### config.mk
export PLATFORM = sky130hd
export DESIGN_NAME = dpram_sclk_be
export DESIGN_NICKNAME = d
export VERILOG_FILES = /design/src/rtl/dpram_pkg.sv /design/src/rtl/dpram_sclk_be.sv
export SDC_FILE = /design/constraint.sdc
export NUM_CORES = 1
export LEC_CHECK = 0
export CAP_MARGIN = 20
export CORE_ASPECT_RATIO = 0.5
export CORE_MARGIN = 3
export CORE_UTILIZATION = 45
export CTS_CLUSTER_DIAMETER = 60
export DETAILED_ROUTE_END_ITERATION = 12
export PLACE_DENSITY = 0.71
export SYNTH_ARGS = -nofsm -noshare
export SYNTH_HDL_FRONTEND = slang
export SYNTH_SLANG_ARGS = --single-unit
### constraint.sdc
create_clock -name clk -period 2.3 [get_ports clk]
set_input_delay 0.23 -clock clk [delete_from_list [all_inputs] [get_ports clk]]
set_output_delay 0.23 -clock clk [all_outputs]
set_load 0.02 [all_outputs]
### src/rtl/dpram_pkg.sv
`default_nettype none
// ============================================================================
//  Module      : dpram_pkg
//  Description : Shared constants and state encodings for the single-clock
//                byte-enable dual-port RAM (dpram_sclk_be).
//                - RDW_READ_FIRST / RDW_WRITE_FIRST : read-during-write modes
//                - clr_state_e                      : clear sequencer states
//  Revision    : 1.0  initial release
// ============================================================================
package dpram_pkg;

  // Same-address read-during-write behaviour.
  localparam int RDW_READ_FIRST  = 0;  // read returns the pre-write word
  localparam int RDW_WRITE_FIRST = 1;  // read returns the byte-merged new word

  // Clear sequencer: CLEAR zero-fills the array, RUN serves requests.
  typedef enum logic [0:0] {
    ST_CLEAR = 1'b0,
    ST_RUN   = 1'b1
  } clr_state_e;

endpackage : dpram_pkg
`default_nettype wire

### src/rtl/dpram_sclk_be.sv
`default_nettype none
// ============================================================================
//  Module      : dpram_sclk_be
//  Description : Single-clock simple dual-port RAM (one write port, one read
//                port) with per-byte write enables, selectable read latency
//                (1 or 2), selectable same-address read-during-write mode and
//                an optional zero-fill sequence after reset.
//  Ports       :
//    clk        in   single clock, all logic on posedge
//    rst_n      in   asynchronous active-low reset
//    re         in   read request
//    raddr      in   read address   [ADDR_WIDTH]
//    we         in   write request
//    waddr      in   write address  [ADDR_WIDTH]
//    wbe        in   byte enables   [DATA_WIDTH/BYTE_WIDTH]
//    din        in   write data     [DATA_WIDTH]
//    dout       out  read data      [DATA_WIDTH], holds between results
//    dout_valid out  one-cycle pulse per completed read
//    init_busy  out  clear sequence running; requests are ignored
//  Revision    : 1.0  initial release
// ============================================================================
module dpram_sclk_be
  import dpram_pkg::*;
#(
  parameter int ADDR_WIDTH     = 4,
  parameter int DATA_WIDTH     = 32,
  parameter int BYTE_WIDTH     = 8,
  parameter int RD_LATENCY     = 1,
  parameter int RDW_MODE       = 0,
  parameter int CLEAR_ON_RESET = 1
) (
  input  logic                             clk,
  input  logic                             rst_n,
  input  logic                             re,
  input  logic [ADDR_WIDTH-1:0]            raddr,
  input  logic                             we,
  input  logic [ADDR_WIDTH-1:0]            waddr,
  input  logic [DATA_WIDTH/BYTE_WIDTH-1:0] wbe,
  input  logic [DATA_WIDTH-1:0]            din,
  output logic [DATA_WIDTH-1:0]            dout,
  output logic                             dout_valid,
  output logic                             init_busy
);

  localparam int DEPTH = 2 ** ADDR_WIDTH;
  localparam int NB    = DATA_WIDTH / BYTE_WIDTH;

  localparam clr_state_e          C_RST_STATE = (CLEAR_ON_RESET != 0) ? ST_CLEAR : ST_RUN;
  localparam logic [ADDR_WIDTH:0] C_LAST_ADDR = (ADDR_WIDTH + 1)'(DEPTH - 1);
  localparam logic [ADDR_WIDTH:0] C_CNT_ONE   = (ADDR_WIDTH + 1)'(1);

  // --------------------------------------------------------------------------
  // Parameter legality
  // --------------------------------------------------------------------------
  generate
    if ((DATA_WIDTH % BYTE_WIDTH) != 0) begin : g_err_byte_width
      $error("dpram_sclk_be: DATA_WIDTH must be a multiple of BYTE_WIDTH");
    end
    if ((RD_LATENCY != 1) && (RD_LATENCY != 2)) begin : g_err_rd_latency
      $error("dpram_sclk_be: RD_LATENCY must be 1 or 2");
    end
  endgenerate

  // --------------------------------------------------------------------------
  // Clear sequencer
  // --------------------------------------------------------------------------
  clr_state_e            r_state;
  clr_state_e            w_state_nxt;
  // One bit wider than the address so the count can reach DEPTH without
  // aliasing back onto address 0.
  logic [ADDR_WIDTH:0]   r_clr_cnt;
  logic [ADDR_WIDTH:0]   w_clr_cnt_nxt;
  logic                  w_clr_we;

  always_ff @(posedge clk or negedge rst_n) begin
    if (!rst_n) begin
      r_state   <= C_RST_STATE;
      r_clr_cnt <= '0;
    end else begin
      r_state   <= w_state_nxt;
      r_clr_cnt <= w_clr_cnt_nxt;
    end
  end

  always_comb begin
    w_state_nxt   = r_state;
    w_clr_cnt_nxt = r_clr_cnt;
    w_clr_we      = 1'b0;
    case (r_state)
      ST_CLEAR: begin
        w_clr_we      = 1'b1;
        w_clr_cnt_nxt = r_clr_cnt + C_CNT_ONE;
        if (r_clr_cnt == C_LAST_ADDR) begin
          w_state_nxt = ST_RUN;
        end
      end
      default: begin
        // ST_RUN: idle until the next reset
      end
    endcase
  end

  assign init_busy = (r_state == ST_CLEAR);

  // --------------------------------------------------------------------------
  // Request qualification
  // --------------------------------------------------------------------------
  logic w_wr_acc;
  logic w_rd_acc;

  assign w_wr_acc = we & ~init_busy;
  assign w_rd_acc = re & ~init_busy;

  // --------------------------------------------------------------------------
  // Memory write port: the clear sequencer owns the port while it runs.
  // --------------------------------------------------------------------------
  logic [DATA_WIDTH-1:0] r_mem [DEPTH];

  logic                  w_mem_we;
  logic [ADDR_WIDTH-1:0] w_mem_addr;
  logic [NB-1:0]         w_mem_be;
  logic [DATA_WIDTH-1:0] w_mem_data;

  always_comb begin
    w_mem_we   = 1'b0;
    w_mem_addr = waddr;
    w_mem_be   = wbe;
    w_mem_data = din;
    if (w_clr_we) begin
      w_mem_we   = 1'b1;
      w_mem_addr = r_clr_cnt[ADDR_WIDTH-1:0];
      w_mem_be   = '1;
      w_mem_data = '0;
    end else if (w_wr_acc) begin
      w_mem_we   = 1'b1;
    end
  end

  // Array has no reset so it maps onto block RAM.
  always_ff @(posedge clk) begin
    if (w_mem_we) begin
      for (int i = 0; i < NB; i++) begin
        if (w_mem_be[i]) begin
          r_mem[w_mem_addr][i*BYTE_WIDTH +: BYTE_WIDTH] <= w_mem_data[i*BYTE_WIDTH +: BYTE_WIDTH];
        end
      end
    end
  end

  // --------------------------------------------------------------------------
  // Read word selection. The array read is sampled on the same edge as the
  // write, so it naturally returns the old word; write-first overlays the
  // enabled bytes of the incoming data on a same-address collision.
  // --------------------------------------------------------------------------
  logic [DATA_WIDTH-1:0] w_rd_word;

  always_comb begin
    w_rd_word = r_mem[raddr];
    if ((RDW_MODE == RDW_WRITE_FIRST) && w_wr_acc && (waddr == raddr)) begin
      for (int i = 0; i < NB; i++) begin
        if (wbe[i]) begin
          w_rd_word[i*BYTE_WIDTH +: BYTE_WIDTH] = din[i*BYTE_WIDTH +: BYTE_WIDTH];
        end
      end
    end
  end

  // --------------------------------------------------------------------------
  // Read pipeline
  // --------------------------------------------------------------------------
  logic [DATA_WIDTH-1:0] r_dout;
  logic                  r_dout_valid;

  generate
    if (RD_LATENCY == 2) begin : g_lat2
      logic                  r_s1_valid;
      logic [DATA_WIDTH-1:0] r_s1_data;

      always_ff @(posedge clk or negedge rst_n) begin
        if (!rst_n) begin
          r_s1_valid   <= 1'b0;
          r_s1_data    <= '0;
          r_dout_valid <= 1'b0;
          r_dout       <= '0;
        end else begin
          r_s1_valid   <= w_rd_acc;
          if (w_rd_acc) begin
            r_s1_data <= w_rd_word;
          end
          // Output register only loads when a result completes so dout holds.
          r_dout_valid <= r_s1_valid;
          if (r_s1_valid) begin
            r_dout <= r_s1_data;
          end
        end
      end
    end else begin : g_lat1
      always_ff @(posedge clk or negedge rst_n) begin
        if (!rst_n) begin
          r_dout_valid <= 1'b0;
          r_dout       <= '0;
        end else begin
          r_dout_valid <= w_rd_acc;
          if (w_rd_acc) begin
            r_dout <= w_rd_word;
          end
        end
      end
    end
  endgenerate

  assign dout       = r_dout;
  assign dout_valid = r_dout_valid;

endmodule : dpram_sclk_be
`default_nettype wire
Word-level counts from Yosys, hierarchy flattened:

Memory sizes are Yosys's and may differ from the RTL's. A register that Yosys moved wholly into a read port is not among the register bits.
Cells that the tools add are included.

* add/subtract/negate cells: 1
* equal/unequal tests: 1
* mux-type cells: 19
* bitwise logic cells: 3
* reduce and logical (&&, ||, !) cells: 1

Operators with widths (count)
* 32-bit 2-to-1 mux: 1
* 1-bit 2-to-1 mux: 16
* 4-bit 2-to-1 mux: 2
* 5-bit by 1-bit adder with 5-bit output, second input constant: 1
* 5-bit by 4-bit equality test with 1-bit output, second input constant: 1
* 1-bit bitwise AND: 2
* 1-bit zero test: 1
* 1-bit NOT: 1

* bits in registers: 7
* bits in writable memories: 512
* input bits: 48
* output and inout bits: 34
* word-level logic and storage cells: 29
* memories: 1

Memories
* r_mem: words 16, width 32, rd ports 1, clocked after Yosys merged registers in 1, wr ports 1, RTL line dpram_sclk_be.sv:117 `logic [DATA_WIDTH-1:0] r_mem [DEPTH];`

Longest topological paths before layout:

Gate-level depths: netlist (run 1).

* depth after elaboration: 5
* gate-level depth with buffers: 7
* gate-level depth less buffers: 4

Worst setup path after synthesis (run 1):

OpenSTA, ideal clock, no wires.

* kind: register -> register
* start point: register r_state
* end point: memory r_mem[13][10], enable pin
* setup time: 0.370 ns
* arrival: 1.483 ns
* required time: 1.930 ns
* slack: 0.447 ns
* stages on the path, launching flop included: 6
* buffers on the path: 1
* period minus slack after synthesis: 1.853 ns
* cells stage by stage: dfrtp_1 buf_4 nand2b_1 o32ai_1 nand2_1 nor2_1

* word-level cells in the longest chain between the ends: 5
* elaborated cells between the ends (all ways): 8
* classes of those cells: mux: 7; bitwise: 1

RTL lines
* start, declared: RTL line dpram_sclk_be.sv:67 `clr_state_e r_state;`
* start signal, assigned: RTL line dpram_sclk_be.sv:80 `r_state <= w_state_nxt;`
* 1-bit bitwise AND: RTL line dpram_sclk_be.sv:111 `assign w_wr_acc = we & ~init_busy;`
* 1-bit 2-to-1 mux: RTL line dpram_sclk_be.sv:134 `end else if (w_wr_acc) begin`
* 1-bit 2-to-1 mux: RTL line dpram_sclk_be.sv:129 `if (w_clr_we) begin`
* 1-bit 2-to-1 mux: RTL line dpram_sclk_be.sv:141 `if (w_mem_we) begin`
* 1-bit 2-to-1 mux (implied by the code): RTL line dpram_sclk_be.sv:144 `r_mem[w_mem_addr][i*BYTE_WIDTH +: BYTE_WIDTH] <= w_mem_data[i*BYTE_WIDTH +: BYTE_WIDTH];`
* end, declared: RTL line dpram_sclk_be.sv:117

Several ways; a longest one is shown, not always the timed one.

Worst setup path after layout (run 1):

* start point: register r_state
* end point: memory r_mem[3][17], enable pin

Same word-level chain as after synthesis.

==> results of run 1 <==
[cells by family after synthesis]
group	Yosys count
AND/OR/NAND/NOR	339
buffers and inverters	80
XOR/XNOR	3
multiplexers	258
adder cells (fa/ha/maj)	2
flip-flops	551
AO/OA/AOI/OAI	117
[critical path, stage by stage, from the launching register on]
cell and delay, ns:
sky130_fd_sc_hd__dfrtp_2 0.48, sky130_fd_sc_hd__or3_1 0.42, sky130_fd_sc_hd__o31ai_2 0.11, sky130_fd_sc_hd__nand2_1 0.39
sky130_fd_sc_hd__nor2_1 0.23, sky130_fd_sc_hd__buf_4 0.19
[registers in the layout, summed over array words and instances, names as in the netlist]
signal      flops
dout_valid      1
r_mem         512
r_state         1
r_clr_cnt       5
dout           32
[power by group through the flow]
stage,logic [mW],registers [mW],clock network (mW)
after floorplan,0.665,11.4,0
after global placement,1.39,11.3,0
after detailed placement,1.43,11.3,0
after CTS,1.44,11.1,8.08
after global routing,1.52,11.1,8.55
final,1.44,11.1,7.96
[layout make-up]
type | count | share of cell area [%]
Sequential cell | 551 | 63.7
Multi-Input combinational cell | 719 | 19.6
Timing Repair Buffer | 212 | 7.54
Clock buffer | 76 | 5.40
Tap cell | 638 | 3.11
Clock inverter | 12 | 0.614
Inverter | 5 | 0.0731
[final timing paths]
| kind | to | slack (ns) | cells past startpoint |
|---|---|---|---|
| max in group asynchronous | dout[17] | 1.41 | 3 |
| worst min-delay path | dout[6] | 0.26 | 2 |
| worst max-delay path | r_mem[3][17] | 0.17 | 5 |
| worst max register to register | r_mem[3][17] | 0.17 | 5 |
| worst min register to register | dout[16] | 0.48 | 2 |
| min in group clk | dout[15] | 0.38 | 5 |
[synthesized netlist by cell type (2+ instances only)]
cell                         n  area share [%]
sky130_fd_sc_hd__nor2b_1     2           0.057
sky130_fd_sc_hd__mux2i_1   257              12
sky130_fd_sc_hd__buf_4      18            0.62
sky130_fd_sc_hd__nor2_1     67             1.2
sky130_fd_sc_hd__inv_1       4           0.069
sky130_fd_sc_hd__a22oi_1    73             2.5
sky130_fd_sc_hd__xnor2_1     3            0.12
sky130_fd_sc_hd__edfxtp_1  512              70
sky130_fd_sc_hd__dfrtp_1    39             4.5
sky130_fd_sc_hd__ha_1        2            0.11
sky130_fd_sc_hd__buf_2      25            0.57
sky130_fd_sc_hd__buf_6      11            0.57
sky130_fd_sc_hd__nand2b_1    2           0.057
sky130_fd_sc_hd__a21oi_1    32            0.73
sky130_fd_sc_hd__buf_1       2           0.034
sky130_fd_sc_hd__or3_1       2           0.057
sky130_fd_sc_hd__nand3_1    76             1.7
sky130_fd_sc_hd__o21ai_2     2           0.080
sky130_fd_sc_hd__nand2_1   130             2.2
sky130_fd_sc_hd__a32o_1      2           0.092
sky130_fd_sc_hd__or2_2       2           0.057
sky130_fd_sc_hd__nand4_1    23            0.66
sky130_fd_sc_hd__and2_1     33            0.95
sky130_fd_sc_hd__o31ai_2     2            0.11
sky130_fd_sc_hd__clkbuf_1   19            0.33
sky130_fd_sc_hd__a21oi_2     4            0.16
[per-layer routing]
metal / up-vias / global-route usage (%) / part of all wire (%)
met5: - / 0 / 0
met4: 0 / 7.32 / 3.2
met1: 6319 / 27.2 / 41
met2: 562 / 32.5 / 47
met3: 106 / 4.88 / 8.9
li1: 5518 / - / -
[repair_timing]
item	in CTS	in global routing
gates resized for setup	0	1
setup endpoints to repair	0	1
setup buffers	0	0
endpoints found under the hold margin	19	0
hold buffers	1	0
[stage by stage]
step / std cells / utilization [%] / setup WS [ns]
6_report: 2213 / 54.2 / 0.170
3_5_place_dp: 2124 / 50.9 / 0.0156
3_3_place_gp: 2124 / 50.9 / 0.0602
4_1_cts: 2213 / 54.2 / 0.0187
2_1_floorplan: 1350 / - / 0.447
5_1_grt: 2213 / 54.2 / 0.108
==> metrics.md, run 1 <==
| Metric | Value |
|---|---|
| Iteration count of the initial detailed-routing pass | 5 |
| Power density relative to cell area | 799 nW/µm² |
| Number of nets with antenna violations after routing | 0 |
| Sw Ratio | 21.1% |
| Number of buffers created by CTS | 49 |
| Post-synthesis adder-cell area fraction | 0.115% |
| Fraction of synthesized cell area in xor and xnor cells | 0.120% |
| Root buffer cell | sky130_fd_sc_hd__clkbuf_16 |
| Largest fanout of any net on the critical path | 11 |
| Floorplan Core Area | 47400 µm² |
| Final antenna diode count | 0 |
| H-tree depth | 2 |
| Setup crit start | r_state |
| Post-Route Setup TNS | 0 ns |
| Max-slew violation count | 0 |
| Area post-placement | 24100 µm² |
| Kind of path behind the tightest hold check | primary input to asynchronous set/reset pin |
| Area growth from synthesis to layout | 17.6% |
| Hold_ws | 0.259 ns |
| Total overflow reported by the global router | 0 |
| Setup Viol. Count Final | 0 |
| Routability congestion estimate from global placement | 0.859 |
| Share of post-route cells with drive strength above 1 | 13.6% |
| CTS sink cnt | 551 |
| Max_slew headroom | 33.2% |
| Post-synth net total | 1400 |
| Std-Cell Rows | 56 |
| Final clock skew | 0.00997 ns |
| Post-layout total power | 20.5 mW |
| Largest family of logic cells by synthesized area | multiplexers |
| Die outline width | 317 µm |
| Distinct cell type count of the synthesized netlist | 32 |
| Worst skew pair latency | 0.57 ns |
| Overall Global Routing Usage | 20.3% |
| Pin count of the biggest net entering global routing | 65 |
| Most common cell after layout, fill and taps aside | sky130_fd_sc_hd__edfxtp_1 |
| Sequential Area | 16400 µm² |
| Die footprint | 51400 µm² |
| IO Pins | 82 |
| Post-DP HPWL | 33.7 mm |
| Min Clock Period, post-route | 2.13 ns |
| Ys Warns | 0 |
| Post-synthesis simple-gate area fraction | 7.02% |
| Power Internal | 16.2 mW |
| Number of flops mapped to enable cells by yosys | 512 |
| Final #Nets | 1588 |
| Top flip-flop cell by instance count after synthesis | sky130_fd_sc_hd__edfxtp_1 |
| Sequential fraction of the synthesis area | 74.9% |
| Antenna violations before repair | 0 |
| Vias in the first global route | 12500 |
| Classification of the worst setup path | register to register |
| Maximum clock insertion buffer count | 3 |
| Required @ worst endpoint | 2.57 ns |
| Result of the run | finished, final reports clean |
| Setup repair after global routing missed its margin | false |
| Clock share of power | 38.8% |
| Proportion of power drawn by flip-flops and latches | 54.2% |
| Area of the multi-input gates | 5020 µm² |
| Port Buf Inserts | 81 |
| Via count | 12500 |
| Number of max-capacitance violations reported | 0 |
| Mean instance size in the synthesized netlist | 16.2 µm² |
| Detailed Route WL | 52.7 mm |
| Reported leakage power | 9.25 nW |
| Slew @ Worst Pin | 1.00 ns |
| Worst supply voltage drop on vdd | 478 µV |
| Detailed-route vias per instance | 5.65 |
| Fill cells | 3671 |
| Initial DRC count | 1296 |
| Wire per inst | 23.8 µm |
| Most frequent cells in the layout | sky130_fd_sc_hd__edfxtp_1 (512), sky130_fd_sc_hd__mux2i_1 (257), sky130_fd_sc_hd__nand2_1 (130) |
| Clock-pin transition on the worst setup and hold timing paths | 0.07 ns |
| CTS tree | built |
| Critical path data arrival time | 2.40 ns |
| Mux share of post-synthesis cell area | 11.8% |
| Syn Inst Count | 1350 |
| Netlist area before placement | 21800 µm² |
| Part of the power in combinational logic | 7.0% |
| Die extent in y | 162 µm |
| Post-route design area | 25700 µm² |
| Kind of end point of the critical path | register |
| Global-route wire length before repair | 78.3 mm |
| Fmax | 0.470 GHz |
| Synthesized-area fraction occupied by ao, oa, aoi and oai cells | 3.81% |
| Async set or reset register ratio after synthesis | 7.08% |
| Number of design rule violations left after detail routing | 0 |
| Final Cycle Share | 92.6% |
| Net Switching | 4.33 mW |
| Register bit total from synthesis | 551 |
| Startpoint of the lowest-slack register-to-register path | r_state |
| Initial cell density of the core | 46.1% |
| Fin. Hold Viols | 0 |
| Startpoint kind of the worst setup timing path | register |
Note: power is estimated with default switching activity, not from simulation.
==> run 2: changes to the inputs <==
--- a/config.mk
+++ b/config.mk
@@ -8,10 +8,10 @@
 export CAP_MARGIN = 20
 export CORE_ASPECT_RATIO = 0.5
 export CORE_MARGIN = 3
-export CORE_UTILIZATION = 45
+export CORE_UTILIZATION = 35
 export CTS_CLUSTER_DIAMETER = 60
 export DETAILED_ROUTE_END_ITERATION = 12
-export PLACE_DENSITY = 0.71
+export PLACE_DENSITY = 0.6
 export SYNTH_ARGS = -nofsm -noshare
 export SYNTH_HDL_FRONTEND = slang
 export SYNTH_SLANG_ARGS = --single-unit
==> metrics.md, run 2 (same netlist as run 1, synthesis figures left out) <==
| Metric | Value |
|---|---|
| Port Buf Inserts | 81 |
| Setup ws final | 0.171 ns |
| Die outline width | 359 µm |
| Startpoint of the lowest-slack register-to-register path | r_state |
| CTS sink cnt | 551 |
| Final antenna diode count | 0 |
| Fmax | 0.470 GHz |
| H-tree depth | 2 |
| Global-route wire length before repair | 77.0 mm |
| Most common cell after layout, fill and taps aside | sky130_fd_sc_hd__edfxtp_1 |
| FF-to-FF setup slack | 0.17 ns |
| Die extent in y | 183 µm |
| Number of buffers created by CTS | 51 |
| Highest-delay cell along the critical path | sky130_fd_sc_hd__dfrtp_2 |
| Share of post-route cells with drive strength above 1 | 14.7% |
| Classification of the worst setup path | register to register |
| Overall Global Routing Usage | 15.5% |
| Filler-free cell count of the finished design | 2411 |
| Kind of end point of the critical path | register |
| Cell family with most CP delay | buffers and inverters |
| Final Cycle Share | 92.6% |
| Net Switching | 4.44 mW |
| Place WS | -0.120 ns |
| Required @ worst endpoint | 2.57 ns |
| Proportion of power drawn by flip-flops and latches | 52.9% |
| Largest fanout of any net on the critical path | 13 |
| Power density relative to cell area | 801 nW/µm² |
| Final clock skew | 0.0176 ns |
| Buffer count from post-CTS setup fixing | 0 |
| IO Pins | 82 |
| End-of-flow core utilization | 42.6% |
| Most frequent cells in the layout | sky130_fd_sc_hd__edfxtp_1 (512), sky130_fd_sc_hd__mux2i_1 (257), sky130_fd_sc_hd__nand2_1 (127) |
| Number of design rule violations left after detail routing | 0 |
| Most prevalent standard cell on the critical path | sky130_fd_sc_hd__buf_4 |
| Worst Path Buf+Inv | 3 |
| Reported leakage power | 9.36 nW |
| Worst hold path stage count | 5 |
| Max FFs per register | 512 |
| Kind of path behind the tightest hold check | primary input to register |
| Initial cell density of the core | 35.5% |
| CTS tree | built |
| Power Internal | 16.5 mW |
| Post-placement cell count | 2315 |
| Clock share of power | 40.2% |
| Via count | 12000 |
| Maximum clock insertion buffer count | 3 |
| Area growth from synthesis to layout | 20.0% |
| Number of max-capacitance violations reported | 0 |
| Detailed-route vias per instance | 4.98 |
| Final #Nets | 1594 |
| Max_slew headroom | 39.0% |
| Vias in the first global route | 12300 |
| Number of cells on the worst reg-to-reg path | 6 |
| Pin count of the biggest net entering global routing | 45 |
| Hold wc startpoint | raddr[1] |
| Detailed Route WL | 51.6 mm |
| Post-DP HPWL | 32.6 mm |
| Initial DRC count | 862 |
| Area post-placement | 24500 µm² |
| Critical path data arrival time | 2.40 ns |
| Post-Route Setup TNS | 0 ns |
| Floorplan Core Area | 61400 µm² |
| Min Clock Period, post-route | 2.13 ns |
| Number of nets with antenna violations after routing | 0 |
| Die footprint | 65600 µm² |
| Max-slew violation count | 0 |
| Routability congestion estimate from global placement | 0.779 |
| Startpoint kind of the worst setup timing path | register |
| Setup repair after global routing missed its margin | false |
| Result of the run | finished, final reports clean |
| Post-layout total power | 21.0 mW |
| Most flops, register | r_mem |
| Std-Cell Rows | 64 |
| Hold_ws | 0.244 ns |
| CP max stage delay | 0.50 ns |
| Post-route design area | 26200 µm² |
| Capture instance of the worst register-to-register path | r_mem[5][20] |
| Worst skew pair latency | 0.56 ns |
| Slew @ Worst Pin | 0.916 ns |
| Fin. Hold Viols | 0 |
| Critical Path, Cell by Cell | inv_2 > o32ai_1 > buf_4 > nand2_1 > nor2_1 > buf_4 |
| Fill cells | 5465 |
| Iteration count of the initial detailed-routing pass | 7 |
| Setup Viol. Count Final | 0 |
| Worst supply voltage drop on vdd | 478 µV |
| End of the worst hold path | dout[11] |
| Antenna violations before repair | 0 |
| Clock-pin transition on the worst setup and hold timing paths | 0.06 ns |
| Wire per inst | 21.4 µm |
| Sw Ratio | 21.2% |
| Root buffer cell | sky130_fd_sc_hd__clkbuf_16 |
| Part of the power in combinational logic | 6.9% |
| Total overflow reported by the global router | 0 |
## run 2: layer usage
metal	wire length (µm)	up-vias	global-route usage [%]	share of wire (%)
li1	-	5546	-	-
met5	0	-	0	0
met2	25200	329	26.2	49
met4	1430	0	4.71	2.8
met1	22400	6059	20.5	43
met3	2510	79	2.50	4.9
## run 2: repair_timing
item	in CTS	in global routing
hold buffers	1	0
gates resized for setup	1	4
setup endpoints to repair	1	53
endpoints found under the hold margin	39	0
## run 2: how the worst max path moves through the flow
stage	cells after the start	to	slack (ns)	from
2_1_floorplan	5	r_mem[13][10]	0.45	r_state
6_report	6	r_mem[5][20]	0.17	r_state
3_3_place_gp	7	r_mem[1][9]	-0.16	waddr[0]
4_1_cts	6	r_mem[1][1]	0.03	r_state
5_1_grt	6	r_mem[5][14]	0.07	r_state
3_5_place_dp	7	r_mem[1][3]	-0.12	waddr[0]
## run 2: worst register-to-register path, delay by kind of cell, from the launching register on
kind	cells	cell delay (ns)
buf+inv	3	0.58
flops	1	0.50
simple gates	2	0.36
compound gates	1	0.39
## run 2: layout make-up
type | count | area (µm²) | share of cell area, %
clock inverter | 22 | 238 | 0.908
clock buffer | 73 | 1440 | 5.50
tap | 825 | 1030 | 3.94
sequential | 551 | 16400 | 62.4
multi-input combinational | 719 | 5060 | 19.3
timing repair buffer | 216 | 2050 | 7.83
inverter | 5 | 18.8 | 0.0717
## run 2: power groups by stage
stage	Sequential (mW)	Combinational (mW)	Clock [mW]
floorplan	11.4	0.665	0
global placement	11.3	1.45	0
detailed placement	11.3	1.45	0
CTS	11.1	1.46	8.59
global route	11.1	1.54	8.99
finish	11.1	1.44	8.43
